$ cat src/rtl/serial_subtractor_if.sv
// Operand/result bundle for the bit-serial subtractor; the master drives
// start with its operands and the slave returns the handshake and result.
`timescale 1ns/1ps
interface serial_subtractor_if #(
    parameter int WIDTH = 8
);
    logic             start;
    logic [WIDTH-1:0] a;
    logic [WIDTH-1:0] b;
    logic             bin;
    logic             ready;
    logic             busy;
    logic             done;
    logic [WIDTH-1:0] diff;
    logic             bout;
    logic             ovf;

    modport master (
        output start, a, b, bin,
        input  ready, busy, done, diff, bout, ovf
    );

    modport slave (
        input  start, a, b, bin,
        output ready, busy, done, diff, bout, ovf
    );
endinterface

$ cat src/rtl/serial_subtractor.sv
// Bit-serial a - b - bin, one full-subtractor cell, LSB first; done pulses WIDTH+1 cycles after start.
// start is honoured only while ready is high; requests in RUN/DONE are dropped, not queued.
`timescale 1ns/1ps
module serial_subtractor #(
    parameter int WIDTH = 8
) (
    input  logic                clk,
    input  logic                rst,
    serial_subtractor_if.slave  s
);
    localparam int CW = $clog2(WIDTH + 1);

    typedef enum logic [1:0] {
        IDLE = 2'd0,
        RUN  = 2'd1,
        DONE = 2'd2
    } state_t;

    state_t           r_state;
    state_t           w_state_next;
    logic [WIDTH-1:0] r_a;
    logic [WIDTH-1:0] r_b;
    logic [WIDTH-1:0] r_r;
    logic [WIDTH-1:0] r_diff;
    logic             r_br;
    logic             r_a_msb;
    logic             r_b_msb;
    logic             r_bout;
    logic             r_ovf;
    logic [CW-1:0]    r_cnt;

    logic             w_d;
    logic             w_br_next;
    logic             w_load;
    logic             w_step;
    logic             w_last;
    logic [WIDTH-1:0] w_r_next;

    assign w_d       = r_a[0] ^ r_b[0] ^ r_br;
    assign w_br_next = (~r_a[0] & r_b[0]) | (~(r_a[0] ^ r_b[0]) & r_br);
    // New bit enters at the MSB so after WIDTH steps the LSB-first stream is aligned.
    assign w_r_next  = (r_r >> 1) | (WIDTH'(w_d) << (WIDTH - 1));
    assign w_last    = (r_cnt == CW'(WIDTH - 1));

    always_comb begin
        w_state_next = r_state;
        w_load       = 1'b0;
        w_step       = 1'b0;
        s.ready      = 1'b0;
        s.busy       = 1'b0;
        s.done       = 1'b0;
        case (r_state)
            IDLE: begin
                s.ready = 1'b1;
                if (s.start) begin
                    w_load       = 1'b1;
                    w_state_next = RUN;
                end
            end
            RUN: begin
                s.busy = 1'b1;
                w_step = 1'b1;
                if (w_last) begin
                    w_state_next = DONE;
                end
            end
            DONE: begin
                s.done       = 1'b1;
                w_state_next = IDLE;
            end
            default: w_state_next = IDLE;
        endcase
    end

    always_ff @(posedge clk) begin
        if (rst) begin
            r_state <= IDLE;
            r_a     <= '0;
            r_b     <= '0;
            r_r     <= '0;
            r_diff  <= '0;
            r_br    <= 1'b0;
            r_a_msb <= 1'b0;
            r_b_msb <= 1'b0;
            r_bout  <= 1'b0;
            r_ovf   <= 1'b0;
            r_cnt   <= '0;
        end else begin
            r_state <= w_state_next;
            if (w_load) begin
                r_a     <= s.a;
                r_b     <= s.b;
                r_br    <= s.bin;
                r_r     <= '0;
                r_cnt   <= '0;
                r_a_msb <= s.a[WIDTH-1];
                r_b_msb <= s.b[WIDTH-1];
            end
            if (w_step) begin
                r_a   <= r_a >> 1;
                r_b   <= r_b >> 1;
                r_br  <= w_br_next;
                r_r   <= w_r_next;
                r_cnt <= r_cnt + CW'(1);
                // Published results only change on the final bit, so they hold through RUN.
                if (w_last) begin
                    r_diff <= w_r_next;
                    r_bout <= w_br_next;
                    r_ovf  <= (r_a_msb != r_b_msb) && (w_r_next[WIDTH-1] != r_a_msb);
                end
            end
        end
    end

    assign s.diff = r_diff;
    assign s.bout = r_bout;
    assign s.ovf  = r_ovf;
endmodule

$ cat src/flat_wrapper.sv
// flat-port wrapper written by rule: the top's interface ports become plain ports
module serial_subtractor_flat 
#(
    parameter int WIDTH = 8
)
  (clk, rst, s_start, s_a, s_b, s_bin, s_ready, s_busy, s_done, s_diff, s_bout, s_ovf);
  serial_subtractor_if #(.WIDTH(WIDTH)) s_i ();
  input  logic clk;
  input  logic rst;
  input wire logic [$bits(s_i.start)-1:0] s_start;
  input wire logic [$bits(s_i.a)-1:0] s_a;
  input wire logic [$bits(s_i.b)-1:0] s_b;
  input wire logic [$bits(s_i.bin)-1:0] s_bin;
  output wire logic [$bits(s_i.ready)-1:0] s_ready;
  output wire logic [$bits(s_i.busy)-1:0] s_busy;
  output wire logic [$bits(s_i.done)-1:0] s_done;
  output wire logic [$bits(s_i.diff)-1:0] s_diff;
  output wire logic [$bits(s_i.bout)-1:0] s_bout;
  output wire logic [$bits(s_i.ovf)-1:0] s_ovf;
  assign s_i.start = s_start;
  assign s_i.a = s_a;
  assign s_i.b = s_b;
  assign s_i.bin = s_bin;
  assign s_ready = s_i.ready;
  assign s_busy = s_i.busy;
  assign s_done = s_i.done;
  assign s_diff = s_i.diff;
  assign s_bout = s_i.bout;
  assign s_ovf = s_i.ovf;
  serial_subtractor #(.WIDTH(WIDTH)) u_core (.clk(clk), .rst(rst), .s(s_i));
endmodule
$ cat config.mk
export PLATFORM = sky130hd
export DESIGN_NAME = serial_subtractor_flat
export DESIGN_NICKNAME = d
export VERILOG_FILES = /design/src/rtl/serial_subtractor_if.sv /design/src/rtl/serial_subtractor.sv /design/src/flat_wrapper.sv
export SDC_FILE = /design/constraint.sdc
export NUM_CORES = 1
export LEC_CHECK = 0
export CAP_MARGIN = 5
export CORE_UTILIZATION = 40
export CTS_CLUSTER_DIAMETER = 60
export CTS_CLUSTER_SIZE = 25
export DETAILED_ROUTE_END_ITERATION = 8
export PLACE_DENSITY = 0.69
export SLEW_MARGIN = 25
export SYNTH_ARGS = -nofsm -noshare
export SYNTH_HDL_FRONTEND = slang
export SYNTH_SLANG_ARGS = --single-unit
$ cat constraint.sdc
create_clock -name clk -period 1.3 [get_ports clk]
set_input_delay 0.13 -clock clk [delete_from_list [all_inputs] [get_ports clk]]
set_output_delay 0.13 -clock clk [all_outputs]
set_load 0.01 [all_outputs]
# Word level (Yosys, flattened, before mapping)
# Index checks and enable logic that the tools add are counted.
totals:
  elab_cells: 53
  output_inout_bits: 13
  register_bits: 43
op_classes:
  muxes: 18
  addsub: 1
  n_eq_ne: 7
  bitwise_logic: 8
  n_reduce_logical: 6
ops:
  columns: ["cell", "n"]
  rows:
  - ["two-way mux 7 bit", 4]
  - ["two-way mux 8 bit", 2]
  - ["two-way mux 4 bit", 2]
  - ["bitwise OR 7 x 8 -> 8 bit", 1]
  - ["two-way mux 1 bit", 7]
  - ["adder 4 x 1 -> 4 bit, second input constant", 1]
  - ["== test 4 x 3 -> 1 bit, second input constant", 1]
  - ["two-way mux 2 bit", 2]
  - ["one-hot mux 2 bit (2 select lines)", 1]
  - ["AND reduction 2 bit", 2]
  - ["AND 1 bit", 2]
  - ["== test 2 x 1 -> 1 bit, second input constant", 1]
  - ["== test 2 bit, second input constant", 1]
  - ["logical NOT 2 bit", 1]
  - ["!= test 1 bit", 2]
  - ["!= test 2 x 1 -> 1 bit, second input constant", 1]
  - ["!= test 2 bit, second input constant", 1]
  - ["inverter 1 bit", 2]
  - ["nonzero test 2 bit", 1]
  - ["OR reduction 2 bit", 1]
  - ["bitwise XOR 1 bit", 2]
  - ["logical AND 1 bit", 1]
  - ["bitwise OR 1 bit", 1]

# Longest topological paths before layout
logic_depth:
  depth_word: 5
  ltp_mapped: 7

# Least setup slack after synthesis
# Ideal clock, no wire load.
synth_timing:
  path_kind: "register to register"
  start: "register u_core.r_br"
  end: "register u_core.r_ovf, in the netlist u_core.s.ovf"
  path_buffers: 0
  path_stages_with_launch: 6
  arrival_ps: 1297
  setup_time_ps: 86
  required_ps: 1214
  slack_ps: -82
  cell_sequence: "dfxtp_1 -> inv_1 -> fa_1 -> and3b_1 -> a21oi_1 -> a211oi_1"
synth_via:
  elab_chain_len: 4
synth_rtl:
  columns: ["element", "line_no", "text"]
  rows:
  - ["from (decl)", "serial_subtractor.sv:25", "logic r_br;"]
  - ["from (signal assigned)", "serial_subtractor.sv:93", "r_br <= s.bin;"]
  - ["from (signal assigned)", "serial_subtractor.sv:102", "r_br <= w_br_next;"]
  - ["bitwise XOR 1 bit", "serial_subtractor.sv:39", "assign w_d = r_a[0] ^ r_b[0] ^ r_br;"]
  - ["via u_core.w_d", "serial_subtractor.sv:32", "logic w_d;"]
  - ["bitwise OR 7 x 8 -> 8 bit", "serial_subtractor.sv:42", "assign w_r_next = (r_r >> 1) | (WIDTH'(w_d) << (WIDTH - 1));"]
  - ["!= test 1 bit", "serial_subtractor.sv:109", "r_ovf <= (r_a_msb != r_b_msb) && (w_r_next[WIDTH-1] != r_a_msb);"]
  - ["logical AND 1 bit", "serial_subtractor.sv:109", null]
  - ["to (signal assigned)", "serial_subtractor.sv:109", null]
  - ["to (decl)", "serial_subtractor.sv:29", "logic r_ovf;"]
# The timed path passes the listed nets, and every way through them passes these cells.
# A chain may end at the register's enable or synchronous reset.

# Worst setup path in the final report
layout_timing:
  start: "register u_core.r_b[0]"
  end: "register u_core.r_r[7]"
layout_via:
  elab_chain_len: 4
layout_rtl:
  columns: ["element", "line_no", "text"]
  rows:
  - ["from (decl)", "serial_subtractor.sv:22", "logic [WIDTH-1:0] r_b;"]
  - ["from (signal assigned)", "serial_subtractor.sv:92", "r_b <= s.b;"]
  - ["from (signal assigned)", "serial_subtractor.sv:101", "r_b <= r_b >> 1;"]
  - ["bitwise XOR 1 bit (2 in a row)", "serial_subtractor.sv:39", null]
  - ["via u_core.w_d", "serial_subtractor.sv:32", null]
  - ["bitwise OR 7 x 8 -> 8 bit", "serial_subtractor.sv:42", null]
  - ["two-way mux 8 bit", "serial_subtractor.sv:99", "if (w_step) begin"]
  - ["to (signal assigned)", "serial_subtractor.sv:103", "r_r <= w_r_next;"]
  - ["to (decl)", "serial_subtractor.sv:23", "logic [WIDTH-1:0] r_r;"]
# The timed path passes the listed nets, and every way through them passes these cells.

==> run metrics <==
status finished, violations left; failing checks setup timing; Gate Count Post-Synth 203; number of buffer and inverter stages on the critical path 3; vias in the first global route 1582; Routed Wire Length 4220 µm; Num CTS Buffers 5; WL met3 133 µm; first-pass GRT wire length 6960 µm; Area contributors post-synth dfxtp_1 (45%), nor2_1 (5.8%), a211oi_2 (5.4%); max layer used met4; maximum clock rate 0.703 GHz; Setup Skew 0.00937 ns; clock edge transition at the registers on the reported setup and hold paths 0.08 ns; Tmin final 1.42 ns; gr ovfl total 0; Reg2Reg Setup Slack -0.12 ns; layout cell share with drive strength beyond 1 31.8%; Top delay family on crit path adder cells; Via density 5.19; H-tree level count 2; met2 WL 1940 µm; Netlist cell types 37; Layout Nets 283; Worst Slack Setup Final -0.123 ns; peak supply drop 0.614 mV; row count 24; setup violators final 3; top-level I/O count 33; port bufs 32; Critical Path Sink Type flip-flop; DP HPWL 2820 µm; fin area 2640 µm²; Clock Sinks 42; antenna cells 0; wire per inst 13.5 µm; Post-synth EDFFs 0; Synth area leader dfxtp_1; Seq/Total Area, Yosys 45.0%; M1 WL 2070 µm; slowest stage delay, CP 0.47 ns; TNS Setup -0.320 ns; core area 4410 µm²; worst-path cell chain inv_2 > fa_2 > buf_4 > buf_6 > a22oi_2 > nor2_1; PwrDens 1110 nW/µm²; kind of critical path flip-flop to flip-flop; Tightest Pin Transition 0.270 ns; Hold Path Class input port to flip-flop; post-synth top area share 45.0%; die area 4950 µm²; #FFs+latches synth 42; Leak 1.17 nW; crit-path max FO 3; Tot GR Track Use 17.9%; area of placed instances 2390 µm²; initial drt markers 87; Antenna Nets Post-Route 0; DRC violations left 0; element type at the critical path start flip-flop; RSZ-0062 raised after global routing true; Vias 1623; Final period util 109%; die extent in x 70.4 µm; area grow syn2layout 41.3%; Rel. slew slack 81.9%; CTS Root Cell clkbuf_8; synthesized area 1870 µm²; WP data arrival 1.61 ns; Mapped Avg Cell Area 9.21 µm²; Clk Latency, worst-skew pair 0.29 ns; CTS tree yes; die height 70.4 µm; top_reg_cell synth dfxtp_1; Max Root-Sink Buffers 2; master of the slowest instance on the critical path fa_2; routability cong. 0.752; drt pass-1 iters 4; final-report max-slew violation count 0; Synth Net Count 225; max_cap viols 0; final hold violation count 0; Synth async-reset ratio 0%; WP data required 1.49 ns; Initial Utilization 42.3%; largest net degree at the start of global routing 33; initial antenna violation count 0; Synth Warn # 0
[cell usage after synthesis (all sizes together) (2+ instances only)]
cell type,count
nor2,29
nand3,10
a22oi,9
dfxtp,42
o21ai,9
a21oi,26
inv,4
nor3,3
a221oi,2
clkbuf,5
nand2,18
mux2i,2
a211oi,15
nand2b,3
buf,12
[state kept, by name (all words and copies together) (netlist names)]
| register | cells |
|---|---|
| u_core.s.diff | 8 |
| u_core.r_a_msb | 1 |
| u_core.r_a | 8 |
| u_core.r_state | 2 |
| u_core.r_br | 1 |
| u_core.s.bout | 1 |
| u_core.s.ovf | 1 |
| u_core.r_r | 7 |
| u_core.r_b_msb | 1 |
| u_core.r_cnt | 4 |
| u_core.r_b | 8 |
[worst min-delay path, cell delays in order]
cell and delay [ns]:
clkdlybuf4s50_1 0.40, nand2_1 0.06, a211oi_1 0.05
[path summary, 6_finish.rpt]
path,startpoint,depth (start not counted),endpoint
worst max-delay path,u_core.r_b[0]$_SDFFE_PP0P_,6,u_core.r_r[7]$_SDFFE_PP0P_
worst min-delay path,s_a[0],3,u_core.r_a[0]$_SDFFE_PP0P_
worst max register to register,u_core.r_b[0]$_SDFFE_PP0P_,6,u_core.r_r[7]$_SDFFE_PP0P_
worst min register to register,u_core.r_r[1]$_SDFFE_PP0P_,2,u_core.s.diff[0]$_SDFFE_PP0P_
[per-layer routing]
metal / up-vias / GRT usage, %
li1: 832 / -
met1: 763 / 23.2
met2: 22 / 28.3
met3: 6 / 4.76
met4: 0 / 7.11
met5: - / 0
[cell type report]
cell class,count,area (µm²)
repair buffers,68,664
inverters,4,22.5
clock buffers,6,82.6
fillers,379,1770
clock inverters,1,30.0
flip-flops and latches,42,851
multi-input cells,140,926
well taps,52,65.1
[cells by family after synthesis]
kind of cell,share of synthesized area (%)
flip-flops,45.0
buffers and inverters,8.17
multiplexers,1.07
adder cells (fa/ha/maj),1.74
AO/OA/AOI/OAI,27.1
AND/OR/NAND/NOR,16.9
[metrics by stage]
step	hold slack [ns]	instances	worst slack, ns	util, %	power, mW
after floorplan	0.263	203	-0.0245	-	1.67
after global placement	0.464	298	-0.116	54.1	1.84
after detailed placement	0.466	298	-0.176	54.1	1.85
after CTS	0.378	306	-0.109	57.3	2.90
after global routing	0.392	313	-0.179	59.8	3.05
final	0.384	313	-0.123	59.8	2.92
[report_power, final]
| group | leakage [nW] | total [mW] | switching, mW | internal (mW) |
|---|---|---|---|---|
| registers | 0.346 | 1.39 | 0.0403 | 1.35 |
| logic | 0.764 | 0.493 | 0.222 | 0.271 |
| clock network | 0.0573 | 1.04 | 0.426 | 0.614 |
| total | 1.17 | 2.92 | 0.688 | 2.23 |
[what timing repair did]
action | in CTS | in global routing
endpoints found under the setup margin | 13 | 20
cloned | 0 | 2
hold buffers | 0 | 0
gates resized for setup | 18 | 27
buffers inserted | 1 | 5
pin swaps | 1 | 10
endpoints found under the hold margin | 0 | 0
[layout by cell type, fill, tap and decap left out, types with 2 or more instances in the layout]
cell and instances:
dlymetal6s2s_1 7, inv_2 2, a211oi_1 6, a21oi_1 19
o21ai_0 8, buf_6 7, a21oi_2 7, nand2_1 17
clkdlybuf4s50_1 19, a211oi_2 9, dfxtp_1 36, clkbuf_8 6
dlygate4sd2_1 4, nor2_1 28, nor3_1 2, nand3_1 10
buf_2 3, a22oi_1 8, buf_12 4, mux2i_1 2
nand2b_1 2, dfxtp_2 5, buf_4 23
(Power assumes the default switching activity.)
